==> config.mk <==
export PLATFORM = sky130hd
export DESIGN_NAME = cpu_clock_ctrl
export DESIGN_NICKNAME = d
export VERILOG_FILES = /design/src/rtl/cpu_clock_ctrl.sv
export SDC_FILE = /design/constraint.sdc
export NUM_CORES = 1
export LEC_CHECK = 0
export ABC_AREA = 1
export CAP_MARGIN = 20
export CORE_MARGIN = 2
export CORE_UTILIZATION = 50
export CTS_CLUSTER_SIZE = 10
export DETAILED_ROUTE_END_ITERATION = 16
export PLACE_DENSITY = 0.83
export SETUP_SLACK_MARGIN = 0.4
export SYNTH_ARGS = -nofsm -noshare
export SYNTH_HDL_FRONTEND = slang
export SYNTH_SLANG_ARGS = --single-unit
==> constraint.sdc <==
create_clock -name clock_in -period 1.4 [get_ports clock_in]
set_input_delay 0.28 -clock clock_in [delete_from_list [all_inputs] [get_ports clock_in]]
set_output_delay 0.28 -clock clock_in [all_outputs]
set_load 0.05 [all_outputs]
==> src/rtl/cpu_clock_ctrl.sv <==
// Purpose: turns the divided slow_clk square wave into single-cycle cpu_en
//          strobes, with free-run, debounced single-step and halt modes.
// Latency: cpu_en rises on the 3rd clock_in edge after slow_clk is first seen high.
// Backpressure: none; halt_req and run_mode gate the strobes, nothing is queued.
//
// Ports:
//   clock_in     - the only clock
//   reset        - synchronous, active-high
//   slow_clk     - divided clock, sampled as asynchronous data
//   run_mode     - 1 = free run, 0 = single step (asynchronous switch)
//   step_btn     - raw active-high push button (asynchronous, bouncy)
//   halt_req     - processor halt request, clock_in domain level
//   cpu_en       - one-cycle processor advance enable (registered)
//   halted       - high while the FSM is in HALTED
//   state        - 00 IDLE, 01 RUN, 10 STEP_WAIT, 11 HALTED
//   instr_count  - cpu_en pulses since reset, wrapping
module cpu_clock_ctrl #(
  parameter logic [27:0] DEBOUNCE_CYCLES = 28'd50000,
  parameter int          CNT_W           = 16
) (
  input  logic             clock_in,
  input  logic             reset,
  input  logic             slow_clk,
  input  logic             run_mode,
  input  logic             step_btn,
  input  logic             halt_req,
  output logic             cpu_en,
  output logic             halted,
  output logic [1:0]       state,
  output logic [CNT_W-1:0] instr_count
);

  typedef enum logic [1:0] {
    S_IDLE   = 2'b00,
    S_RUN    = 2'b01,
    S_STEP   = 2'b10,
    S_HALTED = 2'b11
  } state_t;

  state_t      cur_state, nxt_state;
  logic        arm, nxt_arm, nxt_en;

  logic [1:0]  slow_sync, run_sync, btn_sync;
  logic        prev_slow;
  logic        btn_db, btn_db_q;
  logic [27:0] db_cnt;

  logic        sync_slow, sync_run, sync_btn;
  logic        tick, step_pulse;

  assign sync_slow  = slow_sync[1];
  assign sync_run   = run_sync[1];
  assign sync_btn   = btn_sync[1];
  assign tick       = sync_slow & ~prev_slow;
  // Only the press edge of the debounced button steps; release is ignored.
  assign step_pulse = btn_db & ~btn_db_q;
  assign state      = cur_state;

  // Synchronizers, edge detector and button debounce.
  always_ff @(posedge clock_in) begin
    if (reset) begin
      slow_sync <= 2'b00;
      run_sync  <= 2'b00;
      btn_sync  <= 2'b00;
      prev_slow <= 1'b0;
      btn_db    <= 1'b0;
      btn_db_q  <= 1'b0;
      db_cnt    <= '0;
    end else begin
      slow_sync <= {slow_sync[0], slow_clk};
      run_sync  <= {run_sync[0], run_mode};
      btn_sync  <= {btn_sync[0], step_btn};
      prev_slow <= sync_slow;
      btn_db_q  <= btn_db;
      // Any sample agreeing with the accepted level restarts the stability window.
      if (sync_btn == btn_db) begin
        db_cnt <= '0;
      end else if (db_cnt == DEBOUNCE_CYCLES - 28'd1) begin
        btn_db <= sync_btn;
        db_cnt <= '0;
      end else begin
        db_cnt <= db_cnt + 28'd1;
      end
    end
  end

  // FSM state register, registered outputs and pulse counter.
  always_ff @(posedge clock_in) begin
    if (reset) begin
      cur_state   <= S_IDLE;
      arm         <= 1'b0;
      cpu_en      <= 1'b0;
      halted      <= 1'b0;
      instr_count <= '0;
    end else begin
      cur_state <= nxt_state;
      arm       <= nxt_arm;
      cpu_en    <= nxt_en;
      halted    <= (nxt_state == S_HALTED);
      if (cpu_en) begin
        instr_count <= instr_count + CNT_W'(1);
      end
    end
  end

  // Next state. Priority: halt_req, then a run_mode change, then tick/step.
  // run_mode is only seen through its synchronizer, so leaving reset with the
  // switch already at RUN passes briefly through STEP_WAIT before RUN.
  always_comb begin
    nxt_state = cur_state;
    nxt_arm   = arm;
    nxt_en    = 1'b0;
    case (cur_state)
      S_IDLE: begin
        nxt_arm   = 1'b0;
        nxt_state = sync_run ? S_RUN : S_STEP;
      end
      S_RUN: begin
        nxt_arm = 1'b0;
        if (halt_req) begin
          nxt_state = S_HALTED;
        end else if (!sync_run) begin
          nxt_state = S_STEP;
        end else begin
          nxt_en = tick;
        end
      end
      S_STEP: begin
        if (halt_req) begin
          nxt_state = S_HALTED;
          nxt_arm   = 1'b0;
        end else if (sync_run) begin
          nxt_state = S_RUN;
          nxt_arm   = 1'b0;
        end else if (arm && tick) begin
          nxt_en  = 1'b1;
          nxt_arm = 1'b0;
        end else if (step_pulse) begin
          // A press while already armed leaves arm set: steps do not queue.
          nxt_arm = 1'b1;
        end
      end
      S_HALTED: begin
        nxt_arm = 1'b0;
        if (step_pulse) begin
          nxt_state = sync_run ? S_RUN : S_STEP;
        end
      end
      default: begin
        nxt_state = S_IDLE;
        nxt_arm   = 1'b0;
      end
    endcase
  end

endmodule

==> metrics.yaml <==
nNetsFinal: 549
cts_max_level: 3
vias: 3397
dr.pass1.iters: 5
fin_crit_ps: 1446
die_y_microns: 81.29
clk_pin_slew_ps: 80
cpPeakStageDelay_ps: 380
path_cells: "nand2_1, nor3_1, nand3b_1, o21ai_2, nor2_1"
worst_pin_slew_ps: 421.6
irDropWorstVdd_uv: 592.4
grt_max_degree: 18
grt_pass1_vias: 3168
place_ws_ps: -28.25
path_max_fanout: 3
layout-drive-gt1-share: 0.4270
hold_end: "slow_sync[1]$_SDFF_PP0_"
tritoncts: "yes"
ctsHoldBuffers: 0
syn_inst: 462
port_buffers: 25
remaining_drc_errors: 0
violations: "setup timing"
synth.most_common_cell: "nand2_1"
synth_area_leaders: "dfxtp_1 39%, nand2_1 16%, nor2_1 11%"
maxSlewViolCount: 0
synthArstFlopShare: 0
setup_viol: 2
fin_hold_ws_ps: 412.6
grt_pass1_wl_microns: 14390
grt_overflow_total: 0
synthTopCellsByCount: "125 x nand2_1, 89 x nor2_1, 70 x inv_1"
synth_seq_area_share: 0.3888
arrival_ps: 1700
viasPerCell: 5.515
grt_util_met1: 0.3113
busiest_layer: "met2"
stdcell_count: 616
antenna_found_initial: 0
synth_nets: 475
met3_usage: 0.08778
finClkSkew_ps: 15.25
dp_hpwl_microns: 5100
track_usage: 0.2872
core-area_sq_mm: 0.005851
dieArea_sq_mm: 0.006607
fin_crit_sh: 1.033
ys_types: 29
ys_warn_count: 0
r2r_slack_ps: -50
synth_area_leader_cell: "dfxtp_1"
cts-root-buf: "clkbuf_8"
crit_path_end_kind: "flop"
areaGrowthSynthToFinish_pct: 57.56
clockBufferDepth: 2
place_inst: 566
rr_endpoint: "instr_count[13]$_SDFFE_PP0P_"
max_freq_ghz: 0.6916
fin_ws_ps: -45.86
synth_top_area_frac: 0.3888
postRouteAntennaNets: 0
rsz0062_at_grt: "true"
crit_path_start_kind: "flop"
synth_ff_type: "dfxtp_1"
floorplan.io_pins: 26
path_delay_family: "simple AND/OR/NAND/NOR gates"
hold_viol_final: 0
use_met2: 0.5189
drv_cap: 0
setup_tns_ps: -58.50
critPathKind: "reg -> reg"
n_fill_cell: 319
worstPathRequired_ps: 1650
min_delay_path_depth: 2
postLayoutCoreUtil: 0.8043
reg2reg_from: "instr_count[10]$_SDFFE_PP0P_"
num_rows: 28
clk_latency_ps: 360
dieWidth_microns: 81.29
routed_wl_microns: 10710
cp_slowest_cell: "dfxtp_4"
hold_class: "reg -> reg"
hp-start: "slow_sync[0]$_SDFF_PP0_"
synth-edff-count: 0
p_per_area_mw_per_mm2: 739.8
ff2ff_path_depth: 5
place.gp.congestion: 0.9383
first_iter_violations: 237
numCtsBuffers: 9
initial_core_util: 0.5105
wl_per_cell_microns: 17.39
cts.sinks: 58
ys_ff_latch: 58
timing.critical_path.buf_inv: 0
p_leak_nw: 1.793
cp.depth: 5
diodes: 0
syn_area_sq_mm: 0.002987
slew_headroom: 0.7179
avgSynthCellArea_sq_um: 6.465
status: "complete, but fails checks"
-- sequential cells by signal, summed over array words and instances, names as in the netlist --
name / count
state: 2
btn_sync: 2
run_sync: 2
btn_db: 1
btn_db_q: 1
db_cnt: 28
cpu_en: 1
arm: 1
halted: 1
instr_count: 16
prev_slow: 1
slow_sync: 2
-- cells by family (layout without fill, tap and decap cells) --
logic type,Yosys count,in the layout,synth area share
AOI/OAI and AO/OA,39,39,0.06745
and+or+nand+nor,270,270,0.3796
buffers and inverters,77,156,0.1026
xor gates and xnor gates,11,11,0.03226
adders and majority gates,7,7,0.02932
DFF,58,58,0.3888
-- metal layers --
layer,vias up,part of all wire
met5,-,0
met2,212,0.50
met3,62,0.079
li1,1565,-
met4,0,0.050
met1,1558,0.37
-- power breakdown --
group / internal [W] / leakage [nW] / total (W) / switching, W
Clock: 0.000786 / 0.0927 / 0.00149 / 0.000702
Sequential: 0.00164 / 0.493 / 0.00167 / 0.0000321
Combinational: 0.000140 / 1.21 / 0.000322 / 0.000182
Total: 0.00257 / 1.79 / 0.00348 / 0.000916
-- layout by cell type (no fill, tap or decap), types with 2 or more instances in the layout --
cell / n
nand2_1: 109
inv_1: 60
nor2_1: 57
buf_4: 27
nor2_2: 25
buf_12: 23
dfxtp_1: 21
nand3_1: 19
dfxtp_2: 19
dfxtp_4: 18
nand2_2: 14
nor2_4: 13
buf_6: 13
a21oi_1: 12
clkbuf_8: 12
a21oi_2: 11
inv_2: 8
nand3_2: 7
nand2_4: 6
xnor2_1: 6
nand3_4: 5
o21ai_0: 5
o21ai_2: 5
ha_4: 5
xor2_1: 4
nor3_2: 4
clkdlybuf4s50_1: 4
inv_4: 2
nand4_1: 2
nor3_4: 2
o21ai_1: 2
nor3b_2: 2
nor3_1: 2
clkbuf_1: 2
-- tightest hold or removal path: cells and delay by family (launching register included) --
family                 cells  cell delay [ps]
buffers and inverters      1               40
DFF                        1              300
and+or+nand+nor            1               30
-- through the flow --
step | area [sq um] | total power (W)
3_3_place_gp | 3759 | 0.001928
4_1_cts | 4369 | 0.003391
3_5_place_dp | 3759 | 0.001935
2_1_floorplan | 3173 | 0.001850
6_report | 4706 | 0.003481
5_1_grt | 4706 | 0.003595
-- what timing repair did --
item                       in CTS  in global routing
setup endpoints to repair      67                 69
gates resized for setup        73                 73
pin swaps                      21                 20
setup buffers                  25                  8
cloned                          0                  1
-- area by class of cell --
type,instances,area (sq um),share of cell area
flip-flops and latches,58,1252,0.2662
clock inverters,2,12.51,0.002659
inverters,71,276.5,0.05876
multi-input cells,327,2014,0.4281
clock buffers,14,172.7,0.03669
repair buffers,69,883.3,0.1877
well taps,75,93.84,0.01994
-- worst max-delay path by stage --
| stage | start | endpoint |
|---|---|---|
| 2_1_floorplan | instr_count[0]$_SDFFE_PP0P_ | instr_count[14]$_SDFFE_PP0P_ |
| 3_3_place_gp | reset | db_cnt[24]$_SDFF_PP0_ |
| 3_5_place_dp | halt_req | arm$_SDFFE_PP0P_ |
| 4_1_cts | db_cnt[13]$_SDFF_PP0_ | db_cnt[26]$_SDFF_PP0_ |
| 5_1_grt | state[0]$_SDFF_PP0_ | cpu_en$_SDFF_PP0_ |
| 6_report | instr_count[10]$_SDFFE_PP0P_ | instr_count[13]$_SDFFE_PP0P_ |
(Power assumes the default switching activity.)
